## src/rtl/pwm_sample_capture_if.sv

```systemverilog
// ============================================================================
// Module   : pwm_sample_capture_if
// Brief    : Sample handshake bundle between pwm_sample_capture and its consumer.
// Revision : 1.0 - initial release
// ============================================================================
`default_nettype none

interface pwm_sample_capture_if #(
  parameter int WIDTH = 11
);
  logic             sample_valid;
  logic             sample_ready;
  logic [WIDTH-1:0] sample_out;
  logic [WIDTH-1:0] period_len;
  logic             len_err;
  logic             overrun;

  modport master (
    output sample_valid, sample_out, period_len, len_err, overrun,
    input  sample_ready
  );

  modport slave (
    input  sample_valid, sample_out, period_len, len_err, overrun,
    output sample_ready
  );
endinterface

`default_nettype wire

```

## src/rtl/pwm_sample_capture.sv

```systemverilog
// ============================================================================
// Module   : pwm_sample_capture
// Brief    : Recovers one high-time sample per PWM period from ampPWM/ampSD.
//            Optional macro PWM_CAP_SYNC_EN adds a 2-flop input synchronizer.
// Revision : 1.0 - initial release
// ============================================================================
`default_nettype none

module pwm_sample_capture #(
  parameter int               WIDTH  = 11,
  parameter logic [WIDTH-1:0] PERIOD = 11'd1042
) (
  input  wire logic           clk,
  input  wire logic           rst,
  input  wire logic           ampPWM,
  input  wire logic           ampSD,
  pwm_sample_capture_if.master cap
);

  localparam logic [WIDTH-1:0] C_MAX = {WIDTH{1'b1}};
  localparam logic [WIDTH-1:0] C_ONE = {{(WIDTH-1){1'b0}}, 1'b1};

  typedef enum logic [1:0] {
    IDLE = 2'd0,
    HIGH = 2'd1,
    LOW  = 2'd2
  } state_t;

  logic pwm_in;
  logic sd_in;

`ifdef PWM_CAP_SYNC_EN
  logic [1:0] pwm_sync_q;
  logic [1:0] sd_sync_q;

  always_ff @(posedge clk or posedge rst) begin
    if (rst) begin
      pwm_sync_q <= 2'b00;
      sd_sync_q  <= 2'b00;
    end else begin
      pwm_sync_q <= {pwm_sync_q[0], ampPWM};
      sd_sync_q  <= {sd_sync_q[0], ampSD};
    end
  end

  assign pwm_in = pwm_sync_q[1];
  assign sd_in  = sd_sync_q[1];
`else
  assign pwm_in = ampPWM;
  assign sd_in  = ampSD;
`endif

  // The FSM works on the delayed stage p_q so that the registered rise lines up with it.
  logic p_in_q, p_q, rise_q;
  logic sd_in_q, sd_q;

  always_ff @(posedge clk or posedge rst) begin
    if (rst) begin
      p_in_q  <= 1'b0;
      p_q     <= 1'b0;
      rise_q  <= 1'b0;
      sd_in_q <= 1'b0;
      sd_q    <= 1'b0;
    end else begin
      p_in_q  <= pwm_in;
      p_q     <= p_in_q;
      rise_q  <= p_in_q & ~p_q;
      sd_in_q <= sd_in;
      sd_q    <= sd_in_q;
    end
  end

  state_t           state_q, state_d;
  logic [WIDTH-1:0] pcnt_q, pcnt_d;
  logic [WIDTH-1:0] hcnt_q, hcnt_d;
  logic             emit;
  logic [WIDTH-1:0] emit_pcnt;

  logic             sample_valid_q;
  logic [WIDTH-1:0] sample_out_q;
  logic [WIDTH-1:0] period_len_q;
  logic             len_err_q;
  logic             overrun_q;

  always_comb begin
    state_d   = state_q;
    pcnt_d    = pcnt_q;
    hcnt_d    = hcnt_q;
    emit      = 1'b0;
    emit_pcnt = pcnt_q;
    if (!sd_q) begin
      state_d = IDLE;
      pcnt_d  = '0;
      hcnt_d  = '0;
    end else begin
      case (state_q)
        IDLE: begin
          if (rise_q) begin
            state_d = HIGH;
            pcnt_d  = C_ONE;
            hcnt_d  = C_ONE;
          end
        end
        HIGH, LOW: begin
          if (state_q == LOW && rise_q) begin
            emit      = 1'b1;
            emit_pcnt = pcnt_q;
            state_d   = HIGH;
            pcnt_d    = C_ONE;
            hcnt_d    = C_ONE;
          end else if (pcnt_q == PERIOD) begin
            // Timeout: the arriving cycle opens the next period at its current level.
            emit      = 1'b1;
            emit_pcnt = PERIOD;
            pcnt_d    = C_ONE;
            hcnt_d    = {{(WIDTH-1){1'b0}}, p_q};
            state_d   = p_q ? HIGH : LOW;
          end else begin
            pcnt_d = (pcnt_q == C_MAX) ? pcnt_q : pcnt_q + C_ONE;
            if (p_q) begin
              hcnt_d = (hcnt_q == C_MAX) ? hcnt_q : hcnt_q + C_ONE;
            end
            if (state_q == HIGH && !p_q) begin
              state_d = LOW;
            end
          end
        end
        default: begin
          state_d = IDLE;
          pcnt_d  = '0;
          hcnt_d  = '0;
        end
      endcase
    end
  end

  always_ff @(posedge clk or posedge rst) begin
    if (rst) begin
      state_q        <= IDLE;
      pcnt_q         <= '0;
      hcnt_q         <= '0;
      sample_valid_q <= 1'b0;
      sample_out_q   <= '0;
      period_len_q   <= '0;
      len_err_q      <= 1'b0;
      overrun_q      <= 1'b0;
    end else begin
      state_q <= state_d;
      pcnt_q  <= pcnt_d;
      hcnt_q  <= hcnt_d;
      if (emit) begin
        sample_valid_q <= 1'b1;
        sample_out_q   <= hcnt_q;
        period_len_q   <= emit_pcnt;
        len_err_q      <= (emit_pcnt != PERIOD);
        if (sample_valid_q && !cap.sample_ready) begin
          overrun_q <= 1'b1;
        end
      end else if (sample_valid_q && cap.sample_ready) begin
        sample_valid_q <= 1'b0;
      end
    end
  end

  assign cap.sample_valid = sample_valid_q;
  assign cap.sample_out   = sample_out_q;
  assign cap.period_len   = period_len_q;
  assign cap.len_err      = len_err_q;
  assign cap.overrun      = overrun_q;

endmodule

`default_nettype wire

```

## src/flat_wrapper.sv

```systemverilog
// flat-port wrapper written by rule: the top's interface ports become plain ports
module pwm_sample_capture_flat 
#(
  parameter int               WIDTH  = 11,
  parameter logic [WIDTH-1:0] PERIOD = 11'd1042
)
  (clk, rst, ampPWM, ampSD, cap_sample_valid, cap_sample_out, cap_period_len, cap_len_err, cap_overrun, cap_sample_ready);
  pwm_sample_capture_if #(.WIDTH(WIDTH)) cap_i ();
  input  wire logic clk;
  input  wire logic rst;
  input  wire logic ampPWM;
  input  wire logic ampSD;
  output wire logic [$bits(cap_i.sample_valid)-1:0] cap_sample_valid;
  output wire logic [$bits(cap_i.sample_out)-1:0] cap_sample_out;
  output wire logic [$bits(cap_i.period_len)-1:0] cap_period_len;
  output wire logic [$bits(cap_i.len_err)-1:0] cap_len_err;
  output wire logic [$bits(cap_i.overrun)-1:0] cap_overrun;
  input wire logic [$bits(cap_i.sample_ready)-1:0] cap_sample_ready;
  assign cap_sample_valid = cap_i.sample_valid;
  assign cap_sample_out = cap_i.sample_out;
  assign cap_period_len = cap_i.period_len;
  assign cap_len_err = cap_i.len_err;
  assign cap_overrun = cap_i.overrun;
  assign cap_i.sample_ready = cap_sample_ready;
  pwm_sample_capture #(.WIDTH(WIDTH), .PERIOD(PERIOD)) u_core (.clk(clk), .rst(rst), .ampPWM(ampPWM), .ampSD(ampSD), .cap(cap_i));
endmodule
```

## config.mk

```make
export PLATFORM = sky130hd
export DESIGN_NAME = pwm_sample_capture_flat
export DESIGN_NICKNAME = d
export VERILOG_FILES = /design/src/rtl/pwm_sample_capture_if.sv /design/src/rtl/pwm_sample_capture.sv /design/src/flat_wrapper.sv
export SDC_FILE = /design/constraint.sdc
export NUM_CORES = 1
export LEC_CHECK = 0
export ABC_AREA = 1
export CELL_PAD_IN_SITES_DETAIL_PLACEMENT = 1
export CELL_PAD_IN_SITES_GLOBAL_PLACEMENT = 1
export CORE_AREA = 2 2 85 87
export DETAILED_ROUTE_END_ITERATION = 8
export DIE_AREA = 0 0 87 89
export GPL_ROUTABILITY_DRIVEN = 0
export PLACE_DENSITY = 0.78
export SLEW_MARGIN = 10
export SYNTH_ARGS = -nofsm -noshare
export SYNTH_HDL_FRONTEND = slang
export SYNTH_SLANG_ARGS = --single-unit
```

## constraint.sdc

```tcl
create_clock -name clk -period 2.4 [get_ports clk]
set_input_delay 0.48 -clock clk [delete_from_list [all_inputs] [get_ports clk]]
set_output_delay 0.48 -clock clk [all_outputs]
set_load 0.02 [all_outputs]
```

==> summary.txt, run 1 <==
Place
  – Detailed placer's ending HPWL: 4852 µm
  – Cell area after placement: 3142 µm²
  – # port buffers: 29
  – Post-Place Setup Slack: 0.3805 ns

Worst setup path
  – Capturing element type of the critical path: flip-flop
  – Worst reg2reg setup slack: 0.35 ns
  – Required time reported for the critical path endpoint: 2.60 ns
  – Worst flop-to-flop path endpoint: u_core.pcnt_q[4]
  – Launching point of the worst reg2reg path: u_core.state_q[0]
  – Depth of the worst register-to-register path: 9
  – Worst Path Arrival: 2.25 ns
  – Crit Path Category: reg -> reg
  – Highest net fanout along the worst path: 4
  – CP Launch Type: flip-flop
  – Launch point of the critical path: u_core.state_q[0]

CTS
  – Clock transition at the registers of the reported paths: 0.09 ns
  – Count of buffers added by post-CTS timing repair for setup: 0
  – CTS tree: done
  – Count of H-tree levels built during CTS: 2
  – Cell at the root of the clock tree: clkbuf_8
  – Worst-skew pair later-pin latency: 0.31 ns
  – Number of buffers added by the clock tree synthesis step: 5
  – Number of hold-repair buffers added at the cts stage: 0
  – CTS resizes: 0
  – Maximum number of buffers from clock root to sink: 2
  – Count of clock tree sinks: 54

Global routing
  – Layer with the highest usage: met2
  – All-layer global routing usage: 0.1922
  – GRT met2 Usage: 0.3213
  – Initial antenna violation count: 0
  – Residual overflow from global routing: 0
  – Global-route wire length before repair: 11700 µm
  – Met1 capacity usage during global routing: 0.2630
  – Met3 routing resource usage after global routing: 0.03139
  – Pin count of the biggest net entering global routing: 55
  – Via count of the first global-routing pass: 2402

Hold path
  – Hold crit path type: reg -> reg
  – Worst-case hold path end point: u_core.sd_q
  – Number of stages on the worst hold path: 0
  – Hold path start: u_core.sd_in_q

Layout
  – Fraction of layout cells with a size suffix above 1: 0.1176
  – Layout-stage area growth over the synthesis result: 17.02%
  – Util after Layout: 0.4840
  – Number of filler instances in the final layout: 838
  – Antenna diode count: 0
  – Multi-input gate area: 1189 µm²
  – Layout Cell Area excl Fill: 3252 µm²
  – Combined flip-flop and latch cell area: 1351 µm²
  – Layout net count: 385

Power
  – Lkg Pwr: 1.564 nW
  – Power per cell area: 761.7 nW/µm²
  – Net switching power: 0.9127 mW
  – Internal Pwr Total: 1.564 mW
  – Combinational share of power: 0.324
  – Proportion of power drawn by flip-flops and latches: 0.427
  – Portion of total power attributed to the clock network: 0.249
  – Net Sw Frac: 0.3685
  – Worst vdd rail ir drop: 348.0 µV

Synthesis
  – Synth Register Bits: 54
  – Portion of the post-synthesis area used by sequential elements: 0.4863
  – Cell types with the largest area share after synthesis: dfrtp_1, nand2_1, inv_1
  – Post-synthesis area per instance: 8.125 µm²
  – Number of standard cells after synthesis: 342
  – Syn_nets: 354
  – YS warnings: 0
  – Largest area contributor in the netlist: dfrtp_1
  – Share of Yosys cell area claimed by the top area cell type: 0.4863
  – Count of different cell masters after synthesis: 30
  – Netlist area before placement: 2779 µm²

STA
  – Tmin final: 2.048 ns
  – Tightest Pin Transition: 0.5545 ns
  – Worst clock skew on the final layout: 0.01109 ns
  – Fin. max-slew vios: 0
  – Period utilization: 0.8533
  – Max-slew headroom: 0.6264
  – Unrepaired setup endpoints after global routing: no
  – Setup-violating endpoint count in the final report: 0
  – Hold Slack: 0.3623 ns
  – Max Clk Rate: 488.3 MHz
  – Summed negative setup slack over all endpoints: 0 ns
  – Number of failing hold endpoints at the final stage: 0
  – Setup ws final: 0.3520 ns

Floorplanning
  – Effective utilization at floorplan: 0.4136
  – Area of the placeable core: 6719 µm²
  – Number of top-level design ports: 30
  – Full die area: 7743 µm²
  – Number of rows in the core area: 30
  – Die boundary width: 87 µm
  – Die outline height: 89 µm

Job
  – Total of max-cap violations: 0

Routing
  – Vias per Instance: 5.015
  – Drt first-iter violations: 90
  – Final routed wire length divided by cell count: 14.68 µm
  – # DRC: 0
  – Via count of the routed design: 2277
  – Antenna Violating Nets Remaining: 0
  – Number of iterations in the first detailed-routing pass: 4
  – Total detailed-routing wirelength: 6663 µm

Status
  – Outcome: finished clean
-- power groups by stage --
stage / clock, mW / combinational (mW) / sequential, mW
2_1_floorplan: 0 / 0.575 / 1.10
3_3_place_gp: 0 / 0.788 / 1.07
3_5_place_dp: 0 / 0.806 / 1.07
4_1_cts: 0.632 / 0.811 / 1.06
5_1_grt: 0.670 / 0.906 / 1.07
6_report: 0.618 / 0.802 / 1.06
-- Yosys cell counts --
| cell | n |
|---|---|
| nand3_1 | 9 |
| a22oi_2 | 4 |
| o21ai_0 | 12 |
| o21ai_1 | 17 |
| buf_2 | 5 |
| inv_1 | 45 |
| nor3_2 | 1 |
| nand4_1 | 5 |
| a21oi_2 | 3 |
| o31ai_1 | 1 |
| nor2_2 | 4 |
| nand3_2 | 1 |
| buf_8 | 2 |
| nand2_2 | 9 |
| nand3_4 | 1 |
| xor2_1 | 1 |
| o22ai_1 | 2 |
| and2_2 | 1 |
| nor2_4 | 1 |
| a21oi_1 | 5 |
| nand2_4 | 5 |
| nor3_1 | 3 |
| ha_1 | 7 |
| o21bai_1 | 1 |
| o211ai_1 | 2 |
| nand2_1 | 101 |
| dfrtp_1 | 54 |
| nor2_1 | 35 |
| a22oi_1 | 1 |
| inv_2 | 4 |
-- layer usage --
layer | share of wire | wire [µm]
met1 | 0.48 | 3178
met2 | 0.48 | 3197
met3 | 0.032 | 211
met4 | 0.011 | 76
met5 | 0 | 0
-- logic make-up (layout without fill, tap and decap cells) --
group                      Yosys count  count (layout)  share of synthesized area
adders and majority gates            7               7                    0.03152
and+or+nand+nor                    176             176                     0.2864
buffers and inverters               56              88                    0.08599
DFF                                 54              54                     0.4863
xor gates and xnor gates             1               1                   0.003152
AOI/OAI and AO/OA                   48              48                     0.1067
-- worst max path at each step --
| stage | slack (ns) | end | cells after the start |
|---|---|---|---|
| 2_1_floorplan | 0.61 | u_core.cap.len_err | 1 |
| 3_3_place_gp | 0.44 | u_core.pcnt_q[4] | 9 |
| 3_5_place_dp | 0.38 | u_core.pcnt_q[4] | 9 |
| 4_1_cts | 0.36 | u_core.pcnt_q[4] | 9 |
| 5_1_grt | 0.13 | u_core.pcnt_q[4] | 9 |
| 6_report | 0.35 | u_core.pcnt_q[4] | 9 |
-- metrics by stage --
step,total power [mW],instances
finish,2.477,454
global route,2.648,454
CTS,2.501,454
detailed placement,1.880,446
global placement,1.854,446
floorplan,1.672,342
-- sequential cells by signal, summed over array words and instances (netlist names) --
signal                   cells
u_core.cap.sample_out       11
u_core.cap.len_err           1
u_core.pcnt_q               11
u_core.p_in_q                1
u_core.sd_q                  1
u_core.hcnt_q               11
u_core.sd_in_q               1
u_core.cap.overrun           1
u_core.p_q                   1
u_core.cap.sample_valid      1
u_core.rise_q                1
u_core.state_q               2
u_core.cap.period_len       11
-- final cells by class --
class | count | share of cell area
timing repair buffer | 31 | 0.09773
clock inverter | 2 | 0.01154
clock buffer | 6 | 0.02232
sequential | 54 | 0.4155
tap | 80 | 0.03078
inverter | 49 | 0.05656
multi-input combinational | 232 | 0.3655
-- critical path: stages, from the launching register on --
cell     delay [ns]
dfrtp_1        0.41
inv_1          0.08
ha_1           0.35
nand2_1        0.13
nor2_2         0.21
nand2_4        0.09
o21ai_0        0.46
nor2_1         0.08
nor2_1         0.10
nor2_1         0.04
-- layout by cell type, fill, tap and decap left out, drive strengths merged --
cell	count
a21oi	8
a22oi	5
and2	1
buf	2
bufinv	1
clkbuf	6
clkdlybuf4s50	29
clkinvlp	1
dfrtp	54
ha	7
inv	49
nand2	115
nand3	11
nand4	5
nor2	40
nor3	4
o211ai	2
o21ai	29
o21bai	1
o22ai	2
o31ai	1
xor2	1
No activity file was read; power rests on OpenSTA's default activity.
==> run 2: changes to the inputs <==
--- a/config.mk
+++ b/config.mk
@@ -13,7 +13,8 @@
 export DIE_AREA = 0 0 87 89
 export GPL_ROUTABILITY_DRIVEN = 0
 export PLACE_DENSITY = 0.78
-export SLEW_MARGIN = 10
+export SKIP_CTS_REPAIR_TIMING = 1
+export SLEW_MARGIN = 25
 export SYNTH_ARGS = -nofsm -noshare
 export SYNTH_HDL_FRONTEND = slang
 export SYNTH_SLANG_ARGS = --single-unit
==> results of run 2 <==
Final layout, timing and power as in run 1 (identical DEF).
==> RTL edit, RTL diff (flow settings as in run 1) <==
Encoding of `state_t`: now one-hot (3 bits for 3 states).
--- a/src/rtl/pwm_sample_capture.sv
+++ b/src/rtl/pwm_sample_capture.sv
@@ -21,8 +21,8 @@
   localparam logic [WIDTH-1:0] C_ONE = {{(WIDTH-1){1'b0}}, 1'b1};
 
-  typedef enum logic [1:0] {
-    IDLE = 2'd0,
-    HIGH = 2'd1,
-    LOW  = 2'd2
+  typedef enum logic [2:0] {
+    IDLE = 3'b001,
+    HIGH = 3'b010,
+    LOW  = 3'b100
   } state_t;
 
Check against the original RTL: same outputs for any inputs over 10 cycles, from zero or initial values and one cycle with rst high; not proved beyond that.
==> RTL edit against run 1 <==
Maximum frequency rose by 2.9%; critical path depth rose by 2; setup slack improved by 0.058 ns; utilization rose by 1.5 points; area after synthesis rose by 5.4%; sequential cell count rose by 1; final area rose by 3.2%; clock skew fell by 0.0034 ns; wire length rose by 12%; cell count rose by 5.9%.
Power is not compared: it rests on default switching activity, and its combinational part moved more than twofold at a synthesized area within 25%.
==> RTL edit: results (changes against run 1) <==
crit path DAT 2.19 ns (was 2.25 ns); crit-path max FO 41 (was 4); reg2reg setup slack 0.41 ns (was 0.35 ns); CP Launch Point u_core.pcnt_q[0]$_DFFE_PP0P_ (was u_core.state_q[0]$_DFFE_PP0P_); Post-CTS Setup Bufs 0 (unchanged); clk root buf clkbuf_8 (unchanged); Post-Synth XOR/XNOR Area 1.196% (was 0.3152%); first-pass GRT wire length 12.74 mm (was 11.70 mm); Resized Gates After CTS 0 (unchanged); status complete, no violations (unchanged); syn_nets 380 (was 354); Avg WL per Cell 15.49 um (was 14.68 um); clock tree buffer depth 2 (unchanged); largest net degree at the start of global routing 42 (was 55); H-tree depth 2 (unchanged); Slowest-stage cell, CP dfrtp_1 (was o21ai_0); initial antenna violation count 0 (unchanged); Worst Setup Path Type reg -> reg (unchanged); CP delay by family, top simple AND/OR/NAND/NOR gates (unchanged); vias post-DR 2492 (was 2277); dpl hpwl 5.714 mm (was 4.852 mm); Global Route Usage Sum 20.90% (was 19.22%); Synth area leaders dfrtp_1 46%, nand2_1 15%, nand3_1 7.0%, inv_1 4.7%, nor2_1 3.2% (was dfrtp_1 49%, nand2_1 14%, inv_1 6.1%, nor2_1 4.7%, ha_1 3.2%); P_sw ~0.65 mW; largest stage delay on the critical path 0.52 ns (was 0.46 ns); Max VDD drop between 0.0004 and 0.0005 V; worst-case clock skew 0.007718 ns (was 0.01109 ns); Post-synth EDFFs 0 (unchanged); antenna cells 0 (unchanged); Synth Area in Adders 1.282% (was 3.152%); post-synthesis mux area share 0% (unchanged); initial DRC count 152 (was 90); reg2reg path depth 11 (was 9); share of layout cells above drive strength 1 10.22% (was 11.76%); Placement Setup Slack 0.4270 ns (was 0.3805 ns); TritonRoute pass-1 iters 4 (unchanged); min-delay worst type reg -> reg (unchanged); Clock transition at path regs 0.11 ns (was 0.09 ns); minimum clock period 1.990 ns (was 2.048 ns); number of global-route vias before repair 2637 (was 2402); register area share after synthesis 47.03% (was 48.63%); Synth top cells by count 118 x nand2_1, 54 x dfrtp_1, 41 x nand3_1 (was 101 x nand2_1, 54 x dfrtp_1, 45 x inv_1); R2R Path End u_core.cap.period_len[1]$_DFFE_PP0P_ (was u_core.pcnt_q[4]$_DFFE_PP0P_); Layout Nets 408 (was 385); Synth Area in Compound Gates 5.510% (was 10.67%); fill count 833 (was 838); Clock Latency Late Sink 0.31 ns (about the same); Num CTS Buffers 5 (unchanged); Rel. slew slack 73.75% (was 62.64%); Netlist cell types 32 (was 30)
==> RTL edit: cell types whose count changed after synthesis, sizes merged, moves of 4 or more <==
| cell | delta |
|---|---|
| nand2 | +11 |
| o21ai | -4 |
| inv | -5 |
| nand3 | +35 |
| a21oi | -5 |
| nor2 | -8 |
| ha | -4 |
| a22oi | -5 |
==> RTL edit: how the worst min path moves through the flow <==
| stage | to | cells past startpoint | from | slack (ns) |
|---|---|---|---|---|
| 6_report | u_core.sd_q$_DFF_PP0_ | 0 | u_core.sd_in_q$_DFF_PP0_ | 0.37 |
| 5_1_grt | u_core.sd_q$_DFF_PP0_ | 0 | u_core.sd_in_q$_DFF_PP0_ | 0.37 |
| 4_1_cts | u_core.sd_q$_DFF_PP0_ | 0 | u_core.sd_in_q$_DFF_PP0_ | 0.37 |
| 3_5_place_dp | u_core.sd_q$_DFF_PP0_ | 0 | u_core.sd_in_q$_DFF_PP0_ | 0.35 |
| 3_3_place_gp | u_core.sd_q$_DFF_PP0_ | 0 | u_core.sd_in_q$_DFF_PP0_ | 0.33 |
| 2_1_floorplan | u_core.sd_q$_DFF_PP0_ | 0 | u_core.sd_in_q$_DFF_PP0_ | 0.33 |
==> RTL edit: metal layers <==
| layer | GRT usage (%) | up-vias | routed length (um) |
|---|---|---|---|
| met1 | 29.66 | 1200 | 3656 |
| met5 | 0 | - | 0 |
| met2 | 34.00 | 51 | 3457 |
| li1 | - | 1234 | - |
| met4 | 5.540 | 0 | 82 |
| met3 | 2.585 | 7 | 256 |
==> RTL edit: power by group through the flow <==
stage / logic (mW) / clock network, mW / registers [mW]
2_1_floorplan: 0.286 / 0 / 1.02
6_report: 0.356 / 0.552 / 1.03
3_5_place_dp: 0.356 / 0 / 1.05
4_1_cts: 0.358 / 0.571 / 1.03
3_3_place_gp: 0.345 / 0 / 1.05
5_1_grt: 0.405 / 0.607 / 1.04
==> RTL edit: cells by family (layout without fill, tap and decap cells) <==
| kind of cell | count (synthesis) | count (layout) |
|---|---|---|
| compound gates | 31 | 31 |
| fa+ha+maj | 3 | 3 |
| flops | 55 | 55 |
| simple gates | 224 | 224 |
| buf+inv | 55 | 84 |
| xor+xnor | 4 | 4 |
==> RTL edit: per-stage QoR <==
step           cells  power (mW)  area, um^2
3_5_place_dp     473       1.405        3257
5_1_grt          481       2.053        3354
4_1_cts          481       1.961        3354
6_report         481       1.940        3354
3_3_place_gp     473       1.390        3257
2_1_floorplan    372       1.308        2929
==> RTL edit: area by class of cell <==
type	count	share of cell area [%]
clock buffers	5	2.051
clock inverters	3	0.8579
repair buffers	31	9.474
multi-input cells	262	38.46
flip-flops and latches	55	41.07
well taps	80	2.984
inverters	45	5.110
